$ cat config.mk
export PLATFORM = sky130hd
export DESIGN_NAME = ddr_rd_sched
export DESIGN_NICKNAME = d
export VERILOG_FILES = /design/src/rtl/ddr_rd_sched.sv
export SDC_FILE = /design/constraint.sdc
export NUM_CORES = 1
export LEC_CHECK = 0
export CAP_MARGIN = 5
export CORE_ASPECT_RATIO = 0.6
export CORE_MARGIN = 3
export CORE_UTILIZATION = 35
export DETAILED_ROUTE_END_ITERATION = 10
export MAX_ROUTING_LAYER = met4
export PLACE_DENSITY = 0.68
export SLEW_MARGIN = 20
export SYNTH_ARGS = -nofsm -noshare
export SYNTH_HDL_FRONTEND = slang
export SYNTH_SLANG_ARGS = --single-unit
$ cat constraint.sdc
create_clock -name aclk -period 10.2 [get_ports aclk]
set_input_delay 1.53 -clock aclk [delete_from_list [all_inputs] [get_ports aclk]]
set_output_delay 1.53 -clock aclk [all_outputs]
set_load 0.01 [all_outputs]
$ cat src/rtl/ddr_rd_sched.sv
// Read-burst scheduler: splits one read job into chunk-bounded reader commands,
// sequences the RSTART/RIDLE handshake and reports chunk count and elapsed cycles.
module ddr_rd_sched #(
  parameter int DATA_WIDTH  = 64,
  parameter int CHUNK_BYTES = 4096
) (
  input  logic        aclk,
  input  logic        aresetn,
  input  logic        start_reg,
  input  logic [31:0] base_addr,
  input  logic [31:0] total_bytes,
  output logic        rstart,
  output logic [31:0] raddr,
  output logic [31:0] rlength,
  input  logic        ridle,
  output logic        busy,
  output logic        done,
  output logic        err,
  output logic [15:0] nchunk,
  output logic [31:0] cycles
);

  localparam int          BEAT_BYTES = DATA_WIDTH / 8;
  localparam logic [31:0] BEAT_MASK  = 32'(BEAT_BYTES - 1);
  localparam logic [31:0] CHUNK_MASK = 32'(CHUNK_BYTES - 1);
  localparam logic [32:0] CHUNK_LEN  = 33'(CHUNK_BYTES);

  typedef enum logic [2:0] {
    IDLE,
    CHECK,
    ISSUE,
    WAIT_ACK,
    WAIT_IDLE,
    BOOK,
    DONE
  } state_t;

  state_t      state, state_next;
  logic        start_q, start_prev;
  logic [31:0] cur_addr;
  logic [31:0] remaining;

  logic        start_edge;
  logic        bad_job;
  logic [32:0] chunk_space;
  logic [31:0] chunk_len;
  logic [31:0] book_addr;
  logic        book_carry;
  logic [31:0] book_rem;
  logic        book_wrap;
  logic        counting;

  assign busy = (state != IDLE);

  always_comb begin
    start_edge  = start_q & ~start_prev;
    bad_job     = (remaining == '0) || ((cur_addr & BEAT_MASK) != '0) ||
                  ((remaining & BEAT_MASK) != '0);
    chunk_space = CHUNK_LEN - {1'b0, cur_addr & CHUNK_MASK};
    chunk_len   = ({1'b0, remaining} < chunk_space) ? remaining : chunk_space[31:0];
    {book_carry, book_addr} = {1'b0, cur_addr} + {1'b0, rlength};
    book_rem    = remaining - rlength;
    // A chunk ending exactly at 2^32 is legal; only a further chunk would wrap.
    book_wrap   = book_carry && (book_rem != '0);
    counting    = (state == CHECK) || (state == ISSUE) || (state == WAIT_ACK) ||
                  (state == WAIT_IDLE) || (state == BOOK);
  end

  always_comb begin
    state_next = state;
    unique case (state)
      IDLE:      if (start_edge) state_next = CHECK;
      CHECK:     state_next = bad_job ? DONE : ISSUE;
      ISSUE:     state_next = WAIT_ACK;
      WAIT_ACK:  if (!ridle) state_next = WAIT_IDLE;
      WAIT_IDLE: if (ridle) state_next = BOOK;
      BOOK:      state_next = ((book_rem == '0) || book_wrap) ? DONE : ISSUE;
      DONE:      state_next = IDLE;
      default:   state_next = IDLE;
    endcase
  end

  always_ff @(posedge aclk) begin
    if (!aresetn) begin
      state      <= IDLE;
      start_q    <= 1'b0;
      start_prev <= 1'b0;
      cur_addr   <= '0;
      remaining  <= '0;
      rstart     <= 1'b0;
      raddr      <= '0;
      rlength    <= '0;
      done       <= 1'b0;
      err        <= 1'b0;
      nchunk     <= '0;
      cycles     <= '0;
    end else begin
      state      <= state_next;
      start_q    <= start_reg;
      start_prev <= start_q;

      if (counting && (cycles != '1))
        cycles <= cycles + 32'd1;

      if ((state != DONE) && (state_next == DONE))
        done <= 1'b1;

      unique case (state)
        IDLE: begin
          if (start_edge) begin
            cur_addr  <= base_addr;
            remaining <= total_bytes;
            done      <= 1'b0;
            err       <= 1'b0;
            nchunk    <= '0;
            cycles    <= '0;
          end
        end
        CHECK: begin
          if (bad_job)
            err <= 1'b1;
        end
        ISSUE: begin
          raddr   <= cur_addr;
          rlength <= chunk_len;
          rstart  <= 1'b1;
        end
        WAIT_ACK: begin
          if (!ridle)
            rstart <= 1'b0;
        end
        BOOK: begin
          cur_addr  <= book_addr;
          remaining <= book_rem;
          nchunk    <= nchunk + 16'd1;
          if (book_wrap)
            err <= 1'b1;
        end
        default: ;
      endcase
    end
  end

endmodule

======== After elaboration in Yosys (flattened, before gate mapping) ========
Cells that the tools add are included.
storage, ports and cells
  input bits .............................. 68
  bits in read-only memories .............. 0
  word-level logic and storage cells ...... 80
  RAM bits ................................ 0
  output and inout bits ................... 116
  bits in latches ......................... 0
  memories kept ........................... 0
  register bits ........................... 184
cells by class
  muxes and demuxes ....................... 25
  shift operators ......................... 0
  magnitude comparators ................... 1
  add/subtract/negate cells ............... 5
  bitwise gates (word level) .............. 2
  div/mod/pow operators ................... 0
  eq/ne operators ......................... 12
  $mul .................................... 0
  reductions and logical operators ........ 23
operator list
  cell                      number
  $mux W32                  6
  $pmux W32 S2              2
  $reduce_bool A32 Y1       3
  $logic_not A32 Y1         2
  $add A32 B32 Y33          1
  $lt A32 B33 Y1            1
  $add A32 B1 Y32 const B   1
  $ne A32 B32 Y1 const B    1
  $pmux W16 S2              1
  $sub A32 B32 Y32          1
  $pmux W3 S6               1
  $add A16 B1 Y16 const B   1
  $mux W16                  1
  $mux W3                   5
  $sub A13 B12 Y14 const A  1
  $eq A3 B3 Y1 const B      3
  $ne A2 B2 Y1 const B      4
  $logic_or A1 B1 Y1        7
  $mux W1                   7
  $eq A3 B2 Y1 const B      2
  $reduce_bool A3 Y1        2
  $reduce_and A2 Y1         2
  $reduce_and A4 Y1         1
  $reduce_bool A2 Y1        2
  8 further kinds           10

======== Longest topological paths before layout ========
Gate-level depths: netlist (run 1).
  depth in word-level cells ............... 11
  mapped depth ............................ 14
  mapped depth without buffers ............ 13

======== Least setup slack after synthesis (run 1) ========
Ideal clock, no wire load.
  path type ............................... reg2reg
  from .................................... reg rlength[14]
  to ...................................... reg done
  path buffers ............................ 1
  clock period less this slack ............ 3.272 ns
  library setup time ...................... 0.073 ns
  stages on the path, launching flop included .. 14
  setup slack ............................. 6.928 ns
  arrival ................................. 3.199 ns
  required time ........................... 10.127 ns
  cell sequence ........................... dfxtp_1 > inv_1 > ha_1 > clkbuf_1 > nand4_1 > or2_2 > a211oi_1 > nor4_2 > o31ai_1 > xor2_1 > or3_1 > or4b_1 > o211a_1 > nor3_2
between the ends
  cells in the longest elaborated chain, start to end .. 11
  elaborated cells on any way between the ends .. 13
  those cells by class .................... add/sub: 2; eq/ne: 1; mux: 5; reduce/logical: 5
ends and longest elaborated chain
  element                  line  RTL
  start, declared          14    output logic [31:0] rlength,
  start signal, assigned   125   rlength <= chunk_len;
  $sub A32 B32 Y32         62    book_rem = remaining - rlength;
  $reduce_bool A32 Y1      64    book_wrap = book_carry && (book_rem != '0);
  $logic_and A1 B1 Y1      64
  $logic_or A1 B1 Y1 (*)   77    BOOK: state_next = ((book_rem == '0) || book_wrap) ? DONE : ISSUE;
  $mux W3 (*)              77
  $pmux W3 S6 (*)          71    unique case (state)
  $eq A3 B3 Y1 (*)         105   if ((state != DONE) && (state_next == DONE))
  $logic_and A1 B1 Y1 (*)  105
  $mux W1 (*)              105
  $mux W1                  110   if (start_edge) begin
  $mux W1 (*)              108   unique case (state)
  end signal, assigned     93    done <= 1'b0;
  end signal, assigned     106   done <= 1'b1;
  end signal, assigned     113   done <= 1'b0;
  end, declared            17    output logic done,
Mark *: on every way between the ends. The rest lies on a longest branch, timed or not.
A chain may end at the register's enable or synchronous reset.

======== Worst setup path in the final report (run 1) ========
  from .................................... reg remaining[0]
  to ...................................... reg err
between the ends
  cells in the longest elaborated chain, start to end .. 5
  elaborated cells on any way between the ends .. 10
  those cells by class .................... add/sub: 1; eq/ne: 2; reduce/logical: 7
ends and longest elaborated chain
  element                                                    line    RTL
  start, declared                                            41      logic [31:0] remaining;
  start signal, assigned                                     112     remaining <= total_bytes;
  start signal, assigned                                     134     remaining <= book_rem;
  $sub A32 B32 Y32 or $logic_not A32 Y1 (tied branches)      62, 57
  $reduce_bool A32 Y1 or $logic_or A1 B1 Y1 (tied branches)  64, 57
  $logic_and A1 B1 Y1 or $logic_or A1 B1 Y1 (tied branches)  64, 57
  $ne A2 B2 Y1 (no source line)                              --
  $reduce_and A4 Y1 (no source line) (*)                     --
  end signal, assigned                                       94      err <= 1'b0;
  end signal, assigned                                       114     err <= 1'b0;
  end signal, assigned                                       121     err <= 1'b1;
  end, declared                                              18      output logic err,
Marks and branches as above.

==> qor.txt, run 1 <==
Status: complete, no violations
R2r startpoint: remaining[0]
Worst-path cell chain: inv_1, ha_1, fa_1, nor2b_1, o2111ai_2, a211oi_2, o2111ai_1, a31oi_1, a32oi_1, xnor2_1, or4_2, o21ai_0, o21ai_0
Hold WC Path Type: reg -> reg
First-pass GRT wire length: 62,200 um
Vias in the first global route: 11,000
Worst hold start: raddr[15]
CTS root buffer: clkbuf_16
CTS max path bufs: 2
Maximum vdd drop: 0.000125 V
Design Area, Final: 0.0143 mm2
Met1 usage: 0.319
Drt drc: 0
Ys Warns: 0
Placed cell area: 0.0137 mm2
Hold Fails Final Rpt: 0
CTS tree: built
Pwr dens: 152 mW/mm2
Setup crit end kind: register
Setup violations, final: 0
Mapped Avg Cell Area: 7.64 um2
Worst path required time: 10.50 ns
Core area: 0.0318 mm2
Worst slew pin tran: 0.881 ns
Synth top area share: 0.319
Fin Clk Skew: 0.0176 ns
Slowest CP cell: or4_2
Area Growth Syn to Fin: 23.8%
Hold_buf cts: 0
Clock sinks: 184
Die width: 240 um
Pwr Total: 2.17 mW
FF+latch count, synth: 184
Fin crit period: 3.92 ns
Gr busiest metal: met2
# Max-Cap Violations: 0
Die Area: 0.0353 mm2
Via count: 11,700
Final ANT Viol Nets: 0
Crit path max-delay family: compound AO/OA/AOI/OAI gates
Rows: 50
Ys flop type: dfxtp_1
Worst Setup Start Kind: register
TritonRoute pass-1 iters: 5
GR Util met3: 0.0559
Sequential area share after synthesis: 0.319
WL per Instance: 19.2 um
RSZ-0062 raised after global routing: no
Initial Util: 0.362
Final Cycle Share: 0.385
Crit path max fanout: 4
Critical path startpoint: remaining[0]
Clock transition at path regs: 0.08 ns
Rel. slew slack: 0.407
I/O pin count: 184
Wirelength, routed: 39,900 um
CP dominant cell by count: o21ai_0
Count of cell types in the netlist: 81
Crit path DAT: 4.23 ns
Most common cell in the netlist: nand2_1
Gr usage total: 0.230
Mapped Area: 0.0115 mm2
Leakage: 5.51 nW
Initial antenna violation count: 0
EDFF count, synth: 0
Postcts setup bufs: 0
Crit path buffers/inverters: 1
Mapped Cells: 1,511
Largest net degree at the start of global routing: 79
Slowest stage delay, CP: 0.69 ns
Worst skew pair latency: 0.46 ns
TritonCTS Buffers: 17
Crit path kind: reg -> reg
Post-route core utilization: 0.449
Post-DP HPWL: 29,700 um
M2 GR Usage: 0.337
Final Max Tran Viols: 0
Cell taking the most area after synthesis: dfxtp_1
Port Buffers: 183
H-tree depth: 4
Post-synth top cells: 244 x nand2_1, 184 x dfxtp_1, 156 x nor2_1, 124 x a21oi_1, 79 x ha_1
Fmax: 255 MHz
Ys async rst share: 0
Layout cells sized above 1: 0.0421
Routability cong.: 0.947
Via density: 5.65
Setup TNS: 0 ns
Ranking of synthesized cells by area: dfxtp_1 32%, ha_1 8.6%, nand2_1 7.9%, a21oi_1 5.4%, nor2_1 5.1%
Die height: 147 um
Nets: 1,799
Synth Net Count: 1,660
Initial DRC Count: 972
Antenna Cells: 0
Total gr overflow: 0
Post-CTS resize count: 0
[flip-flops by register name, summed over array words and instances, names as in the netlist, 3 cells and up]
signal,flops
remaining,32
cycles,32
state,3
rlength,32
cur_addr,32
raddr,32
nchunk,16
[worst min-delay path, delay by kind of cell, from the launching register on]
kind | cells | cell delay, ns
DFF | 1 | 0.31
and+or+nand+nor | 1 | 0.05
AOI/OAI and AO/OA | 1 | 0.05
[where the power goes]
part	switching [mW]	internal (mW)
clock network	0.345	0.327
logic	0.427	0.281
registers	0.0403	0.747
total	0.812	1.36
[cells in the final DEF (no fill, tap or decap), types with 11 or more instances in the layout]
cell type        netlist  final
a211oi_1              17     17
a21o_1                25     25
a21oi_1              124    124
a221oi_1              11     11
a311oi_1              37     37
a31oi_1               14     14
and3_1                16     16
clkbuf_16              0     17
clkdlybuf4s50_1        0    183
dfxtp_1              184    184
ha_1                  79     79
inv_1                 63     63
nand2_1              244    243
nand2b_1              12     12
nand3_1               48     48
nand4_1               20     20
nor2_1               156    155
nor3_1                50     49
nor4_1                14     14
o211ai_1              14     14
o21a_1                20     20
o21ai_0               58     58
o221ai_1              11     11
or3_1                 11     11
xnor2_1               42     42
xor2_1                50     50
[path summary, 6_finish.rpt]
path | endpoint | slack [ns] | cells past startpoint
worst max-delay path | err | 6.28 | 13
worst min-delay path | raddr[15] | 0.46 | 2
worst max register to register | err | 6.28 | 13
worst min register to register | raddr[15] | 0.46 | 2
[layer usage]
metal  wire length [um]  share of wire  up-vias
met5                  0              0        -
li1                   -              -     5677
met4                561          0.014        0
met3               3030          0.076       39
met1              19100           0.48     5657
met2              17200           0.43      374
[per-stage QoR]
| step | instances | hold slack [ns] | setup slack [ns] |
|---|---|---|---|
| after CTS | 2078 | 0.460 | 6.36 |
| after floorplan | 1511 | 0.436 | 6.93 |
| after global placement | 2047 | 0.447 | 6.09 |
| after detailed placement | 2047 | 0.448 | 6.13 |
| after global routing | 2078 | 0.478 | 6.06 |
| final | 2078 | 0.457 | 6.28 |
[final cells by class]
class                      instances  area, um2
sequential                       184       3680
inverter                          65        246
fill                            3181      17600
clock inverter                    14        159
multi-input combinational       1189       7350
tap                              416        520
clock buffer                      17        425
timing repair buffer             193       1910
[logic make-up (layout without fill, tap and decap cells)]
group / Yosys count / after routing / synth area share
simple gates: 620 / 620 / 0.244
compound gates: 389 / 389 / 0.226
flops: 184 / 184 / 0.319
buf+inv: 138 / 289 / 0.0462
xor+xnor: 92 / 92 / 0.0698
fa+ha+maj: 81 / 81 / 0.0891
mux: 7 / 7 / 0.00618
(Power assumes the default switching activity.)
==> inputs of run 2 (changes only) <==
Clock period 10.2 ns to 4 ns, I/O delays scaled along.
==> run 2 against run 1 <==
Effect of this change:
- global-route usage grew 0.46 points
- core utilization grew 0.50 points
- combinational power grew to 2.6 times the previous value
- register-to-register slack lost 6.0 ns
- setup slack lost 6.0 ns
- sequential power grew to 2.5 times the previous value
- fmax grew 6.4%
- total power grew to 2.6 times the previous value
- via count grew 0.38%
- final cell count grew 0.77%
- critical path depth is the same
- die area is the same
==> qor.txt, run 2 (synthesis gave the netlist of run 1 again) <==
Status: complete, no violations
Pwr dens: 390 mW/mm2 (+160%)
Antenna Cells: 0 (unchanged)
Fmax: 271 MHz (+6.4%)
I/O pin count: 184 (unchanged)
Register area: 0.00368 mm2 (unchanged)
Gr usage total: 0.235 (+0.00464)
TritonRoute pass-1 iters: 5 (unchanged)
Crit path DAT: 4.08 ns (-0.15 ns)
Fillers: 3,151 (-0.94%)
Setup TNS: 0 ns (unchanged)
R2r startpoint: cur_addr[0]
CTS root buffer: clkbuf_16
Crit path kind: reg -> reg
Rows: 50 (unchanged)
Final ANT Viol Nets: 0 (unchanged)
Multi-input logic area: 0.00736 mm2 (+0.15%)
TritonCTS Buffers: 17 (unchanged)
Area Growth Syn to Fin: 25.2%
Clock sinks: 184 (unchanged)
Drt drc: 0 (unchanged)
Via density: 5.63 (-0.38%)
# Max-Cap Violations: 0 (unchanged)
Fin crit period: 3.69 ns (-0.237 ns)
Vias in the first global route: 11,200 (+1.4%)
WL per Instance: 19.3 um (+0.44%)
Die Area: 0.0353 mm2 (unchanged)
Total gr overflow: 0 (unchanged)
Layout cells sized above 1: 0.0518 (+0.00973)
Post-DP HPWL: 30,900 um (+4.1%)
Placed insts: 2,061 (+0.68%)
CTS max path bufs: 2 (unchanged)
Clock transition at path regs: 0.08 ns (about the same)
Die width: 240 um (unchanged)
Critical path startpoint: cur_addr[0]
Final Cycle Share: 0.922 (+0.537)
Non-filler cells, final: 2,094 (+0.77%)
Commonest non-fill, non-tap cell in the layout: nand2_1
Initial Util: 0.362 (unchanged)
Core area: 0.0318 mm2 (unchanged)
CTS tree: built
Leakage: 5.59 nW (+1.6%)
Worst slew pin tran: 0.791 ns (-0.0899 ns)
Hold Fails Final Rpt: 0 (unchanged)
Most frequent cells in the layout: 243 x nand2_1, 184 x dfxtp_1, 183 x clkdlybuf4s50_1
First-pass GRT wire length: 63,400 um (+1.9%)
RSZ-0062 raised after global routing: no
Crit path max fanout: 6 (+2)
Final Max Tran Viols: 0 (unchanged)
Hold WC Path Type: reg -> reg
Setup crit end kind: register
Routability cong.: 0.976 (+3.0%)
Worst r2r path cells: 13 (unchanged)
Wirelength, routed: 40,400 um (+1.2%)
Nets: 1,814 (+0.83%)
Initial DRC Count: 998 (+2.7%)
Rel. slew slack: 0.472 (+0.0653)
Die height: 147 um (unchanged)
Worst Setup Start Kind: register
R2r setup slk: 0.31 ns (-5.96 ns)
Worst path required time: 4.39 ns (-6.11 ns)
CP endpoint: done
H-tree depth: 4 (unchanged)
Setup violations, final: 0 (unchanged)
Largest net degree at the start of global routing: 69 (-13%)
R2R Path End: done
Maximum vdd drop: 0.000330 V (+160%)
Via count: 11,800 (+0.38%)
Worst skew pair latency: 0.46 ns (about the same)
Port Buffers: 183 (unchanged)
Fin Clk Skew: 0.0133 ns (-0.00424 ns)
Initial antenna violation count: 1 (+1)
## run 2: worst min path at each step
stage / end / depth (start not counted) / startpoint
floorplan: start_prev / 1 / start_q
global placement: raddr[31] / 2 / raddr[31]
detailed placement: raddr[18] / 2 / raddr[18]
CTS: raddr[16] / 2 / raddr[16]
global route: raddr[0] / 2 / raddr[0]
finish: raddr[16] / 2 / raddr[16]
## run 2: layout make-up
class	count	area share
timing repair buffer	208	0.141
multi-input combinational	1189	0.509
clock buffer	18	0.0297
inverter	65	0.0171
clock inverter	14	0.0123
sequential	184	0.255
tap	416	0.0360
## run 2: critical path, stage by stage, from the launching register on
cell	delay, ns
dfxtp_1	0.42
ha_1	0.20
inv_1	0.05
fa_1	0.40
nor2b_1	0.16
o31a_1	0.23
o2111a_1	0.30
o211ai_1	0.18
a311oi_1	0.51
a41oi_1	0.29
a31o_2	0.27
or3_1	0.34
o211a_1	0.13
nor3_2	0.13
## run 2: report_power, final
group | total (mW) | internal [mW] | switching [mW]
clock network | 1.79 | 0.901 | 0.884
registers | 2.00 | 1.91 | 0.0990
logic | 1.84 | 0.745 | 1.09
total | 5.63 | 3.55 | 2.08
## run 2: through the flow
stage / setup slack (ns) / power (mW) / hold slack [ns] / util / instance area [um2]
6_report: 0.313 / 5.63 / 0.455 / 0.454 / 14500
5_1_grt: 0.0400 / 5.92 / 0.477 / 0.454 / 14500
4_1_cts: 0.224 / 5.62 / 0.461 / 0.453 / 14400
3_5_place_dp: 0.232 / 3.83 / 0.450 / 0.434 / 13800
3_3_place_gp: 0.275 / 3.83 / 0.446 / 0.434 / 13800
2_1_floorplan: 0.728 / 3.23 / 0.436 / - / 11500
## run 2: metal layers
layer | track usage | wire length [um] | vias up
li1 | - | - | 5718
met2 | 0.339 | 17200 | 380
met4 | 0.0594 | 681 | 0
met1 | 0.330 | 19700 | 5652
met3 | 0.0525 | 2780 | 42
met5 | - | 0 | -
## run 2: timing repair
item,in CTS,in global routing
setup buffers,0,1
gates resized for setup,0,2
endpoints found under the setup margin,0,2
hold buffers,0,0
==> inputs of run 3 (changes only) <==
Settings changed: CORE_UTILIZATION 35 to 50, DONT_BUFFER_PORTS from default to 1, PLACE_DENSITY 0.68 to 0.77.
==> run 3 against run 2 <==
Effect of this change:
- combinational power down 9.8%
- core utilization rose by 10 points
- critical endpoint unchanged
- worst hold slack worse by 0.17 ns
==> qor.txt, run 3 (synthesis gave the netlist of run 1 again) <==
Status: complete, no violations
Wirelength, routed: 36,300 um (-10%)
Via count: 11,200 (-4.8%)
Initial DRC Count: 1,054 (+5.6%)
Worst slew pin tran: 0.858 ns (+0.0667 ns)
Final ANT Viol Nets: 0 (unchanged)
Worst Setup Start Kind: register
Commonest non-fill, non-tap cell in the layout: nand2_1
H-tree depth: 4 (unchanged)
Slowest stage delay, CP: 0.52 ns (about the same)
Worst hold start: start_reg
Rel. slew slack: 0.426 (-0.0466)
Setup violations, final: 0 (unchanged)
Initial Util: 0.517 (+0.154)
Layout cells sized above 1: 0.0557 (+0.00382)
Clock transition at path regs: 0.07 ns (about the same)
Crit path max fanout: 8 (+2)
Hold Fails Final Rpt: 0 (unchanged)
Most frequent cells in the layout: 243 x nand2_1, 184 x dfxtp_1, 155 x nor2_1
Slowest CP cell: or4b_1
Crit path kind: reg -> reg
Crit path buffers/inverters: 1 (unchanged)
RSZ-0062 raised after global routing: no
Port Buffers: 0 (-100%)
Total gr overflow: 0 (unchanged)
Fmax: 266 MHz (-1.8%)
Post-route core utilization: 0.557 (+0.103)
Setup crit end kind: register
Hold WC Path Type: in -> reg
Multi-input logic area: 0.00735 mm2 (about the same)
Placed cell area: 0.0118 mm2 (-14%)
Design Area, Final: 0.0124 mm2 (-14%)
First-pass GRT wire length: 56,400 um (-11%)
R2R Path End: done
Pwr dens: 438 mW/mm2 (+12%)
TritonCTS Buffers: 17 (unchanged)
Die height: 124 um (-16%)
Critical path startpoint: rlength[18]
Crit path max-delay family: simple AND/OR/NAND/NOR gates
Die Area: 0.0250 mm2 (-29%)
# Max-Cap Violations: 0 (unchanged)
Post-CTS resize count: 0 (unchanged)
CTS max path bufs: 2 (unchanged)
Leakage: 4.91 nW (-12%)
Hold_buf cts: 0 (unchanged)
Post-DP HPWL: 27,300 um (-12%)
CP endpoint: done
Via density: 6.24 (+11%)
Crit path DAT: 4.13 ns (+0.05 ns)
TritonRoute pass-1 iters: 6 (+1)
Fin crit period: 3.75 ns (+0.0672 ns)
Core area: 0.0223 mm2 (-30%)
R2r startpoint: rlength[18]
Area Growth Syn to Fin: 7.81%
Vias in the first global route: 10,200 (-8.4%)
Setup TNS: 0 ns (unchanged)
Hold slack: 0.281 ns (-0.174 ns)
Worst skew pair latency: 0.45 ns (about the same)
Die width: 202 um (-16%)
Clock sinks: 184 (unchanged)
Pwr Total: 5.45 mW (-3.3%)
Final Max Tran Viols: 0 (unchanged)
Routability cong.: 0.991 (+1.6%)
Rows: 42 (-16%)
Nets: 1,627 (-10%)
Gr usage total: 0.290 (+0.0557)
Worst r2r path cells: 12 (-1)
Hold Path Cell Cnt: 1 (-1)
R2r setup slk: 0.25 ns (-0.07 ns)
WL per Instance: 20.2 um (+4.6%)
CTS root buffer: clkbuf_16
Initial antenna violation count: 0 (-1)
Worst path required time: 4.38 ns (about the same)
I/O pin count: 184 (unchanged)
Worst-path cell chain: inv_1, ha_1, nand4_1, or2_2, a211oi_1, nor4_2, o31ai_1, xor2_1, or3_1, or4b_1, o211a_1, nor3_2
Postcts setup bufs: 0 (unchanged)
Drt drc: 0 (unchanged)
WP depth: 12 (-1)
Fin Clk Skew: 0.00961 ns (-0.00372 ns)
Largest net degree at the start of global routing: 68 (-1.4%)
CTS tree: built
Maximum vdd drop: 0.000284 V (-14%)
Antenna Cells: 0 (unchanged)
Fillers: 2,068 (-34%)
Final Cycle Share: 0.939 (+0.0168)
Register area: 0.00368 mm2 (unchanged)
[run 3: where the power goes]
part           internal, mW  switching [mW]
Clock                 0.983           0.782
Combinational         0.632            1.03
Sequential             1.91           0.117
Total                  3.52            1.92
[run 3: area by class of cell]
cell class | count | share of cell area
Clock buffer | 17 | 0.0342
Timing Repair Buffer | 21 | 0.0137
Clock inverter | 15 | 0.0142
Tap cell | 308 | 0.0310
Inverter | 65 | 0.0198
Sequential cell | 184 | 0.296
Multi-Input combinational cell | 1189 | 0.591
[run 3: metal layers]
layer	track usage	routed length, um	vias up
li1	-	-	5336
met1	0.393	16400	5328
met2	0.423	15400	510
met3	0.0943	3860	47
met4	0.0700	650	0
met5	-	0	-
[run 3: worst min-delay path by stage]
stage          slack [ns]      endpoint
6_report             0.28       start_q
5_1_grt              0.27  cur_addr[22]
4_1_cts              0.26  cur_addr[19]
3_5_place_dp         0.45    start_prev
3_3_place_gp         0.45    start_prev
2_1_floorplan        0.44    start_prev
[run 3: per-stage QoR]
step,cells,setup WS [ns]
floorplan,1511,0.728
global placement,1767,0.424
detailed placement,1767,0.317
CTS,1799,0.293
global route,1799,0.0397
finish,1799,0.246
==> variant (settings of run 3) <==
Add an input register stage for `start_reg`, `base_addr`, `total_bytes` and `ridle`, without a reset; this delays them by one clock.
--- a/src/rtl/ddr_rd_sched.sv
+++ b/src/rtl/ddr_rd_sched.sv
@@ -35,4 +35,16 @@
     DONE
   } state_t;
+
+  logic start_reg_q;
+  logic [31:0] base_addr_q;
+  logic [31:0] total_bytes_q;
+  logic ridle_q;
+
+  always_ff @(posedge aclk) begin
+    start_reg_q   <= start_reg;
+    base_addr_q   <= base_addr;
+    total_bytes_q <= total_bytes;
+    ridle_q       <= ridle;
+  end
 
   state_t      state, state_next;
@@ -73,6 +85,6 @@
       CHECK:     state_next = bad_job ? DONE : ISSUE;
       ISSUE:     state_next = WAIT_ACK;
-      WAIT_ACK:  if (!ridle) state_next = WAIT_IDLE;
-      WAIT_IDLE: if (ridle) state_next = BOOK;
+      WAIT_ACK:  if (!ridle_q) state_next = WAIT_IDLE;
+      WAIT_IDLE: if (ridle_q) state_next = BOOK;
       BOOK:      state_next = ((book_rem == '0) || book_wrap) ? DONE : ISSUE;
       DONE:      state_next = IDLE;
@@ -97,5 +109,5 @@
     end else begin
       state      <= state_next;
-      start_q    <= start_reg;
+      start_q    <= start_reg_q;
       start_prev <= start_q;
 
@@ -109,6 +121,6 @@
         IDLE: begin
           if (start_edge) begin
-            cur_addr  <= base_addr;
-            remaining <= total_bytes;
+            cur_addr  <= base_addr_q;
+            remaining <= total_bytes_q;
             done      <= 1'b0;
             err       <= 1'b0;
@@ -127,5 +139,5 @@
         end
         WAIT_ACK: begin
-          if (!ridle)
+          if (!ridle_q)
             rstart <= 1'b0;
         end
Behaviour: not the same (a bounded check fails within 4 cycles, from zero or initial values and one cycle with aresetn low).
==> variant against run 3 <==
- area after synthesis increased by 15%
- setup slack gained 0.10 ns
- synthesized cell count rose by 4.0%
- die area grew 14%
- combinational power is 28% higher
- routed wire length increased by 10%
- power is 35% higher
- design area increased by 17%
- non-clock buffer count grew 9
- sequential cell count rose by 66
- critical endpoint unchanged
==> variant: results <==
[detailed_routing]
viasPerCell = 6.17
first_pass_iters = 7
met1_length_um = 18800
route.met2.wl_um = 16600
routedWlPerCell_um = 20.9

[place]
place_congestion = 1.01
post_dp_cell_area_um2 = 13700

[clocking]
clk-insertion-delay-late_ns = 0.54
cts_buffers = 24
cts_buffer_depth = 3
cts_max_level = 1

[yosys]
yosys-top-cells-count = dfxtp_1 (250), nand2_1 (185), nor2_1 (95)
synthAdderAreaFrac_pct = 7.75
ys_seq_area_share_pct = 37.7
ys_async_sr_fraction_pct = 0
muxShareOfSynthArea_pct = 0.755
syn_nets = 1720
synthXorXnorAreaFrac_pct = 4.89
syn_area_per_cell_um2 = 8.44

[layout]
antenna_cells = 0
n_fill_cell = 2327

[hold_path]
hold_start = base_addr[15]
whs_path_depth = 0

[setup_path]
r2r_slack_ns = 0.35
cp_slowest_stage_delay_ns = 0.47
crit_slowest_cell = a211oi_2
cp_data_arrival_time_ns = 4.11
critical-path-top-delay-family = compound AO/OA/AOI/OAI gates
crit_fanout = 5

[sta]
clock-skew-final_ns = 0.0170
max_freq_ghz = 0.274
hold_ws_ns = 0.0785
tightest_slew_ns = 0.871

[global_routing]
grt_pass1_vias = 10812
use_met1_pct = 40.0
grt_util_met2_pct = 38.8
grt_first_pass_wirelength_um = 62200
grt_use_met3_pct = 7.00

[outcome]
status = finished clean

[pwr]
leakagePower_nw = 5.96
-- variant: cell count changes after synthesis, sizes merged, moves of 34 or more --
| cell | delta |
|---|---|
| a21boi | +52 |
| a21oi | -41 |
| a311oi | -35 |
| and2 | +38 |
| and3 | +34 |
| dfxtp | +66 |
| nand2 | -59 |
| nor2 | -61 |
| o21ai | +34 |
-- variant: cell type report --
cell class                      count  area, µm²  area share [%]
Clock inverter                     13        183            1.26
Sequential cell                   250       5000            34.5
Inverter                           62        233            1.60
Multi-Input combinational cell   1183       7750            53.4
Tap cell                          352        440            3.03
Clock buffer                       30        674            4.65
Timing Repair Buffer               30        225            1.55
-- variant: report_power, final --
group	switching, W	total, W	internal [W]
registers	0.000132	0.00274	0.00261
logic	0.00132	0.00213	0.000803
clock network	0.00100	0.00246	0.00146
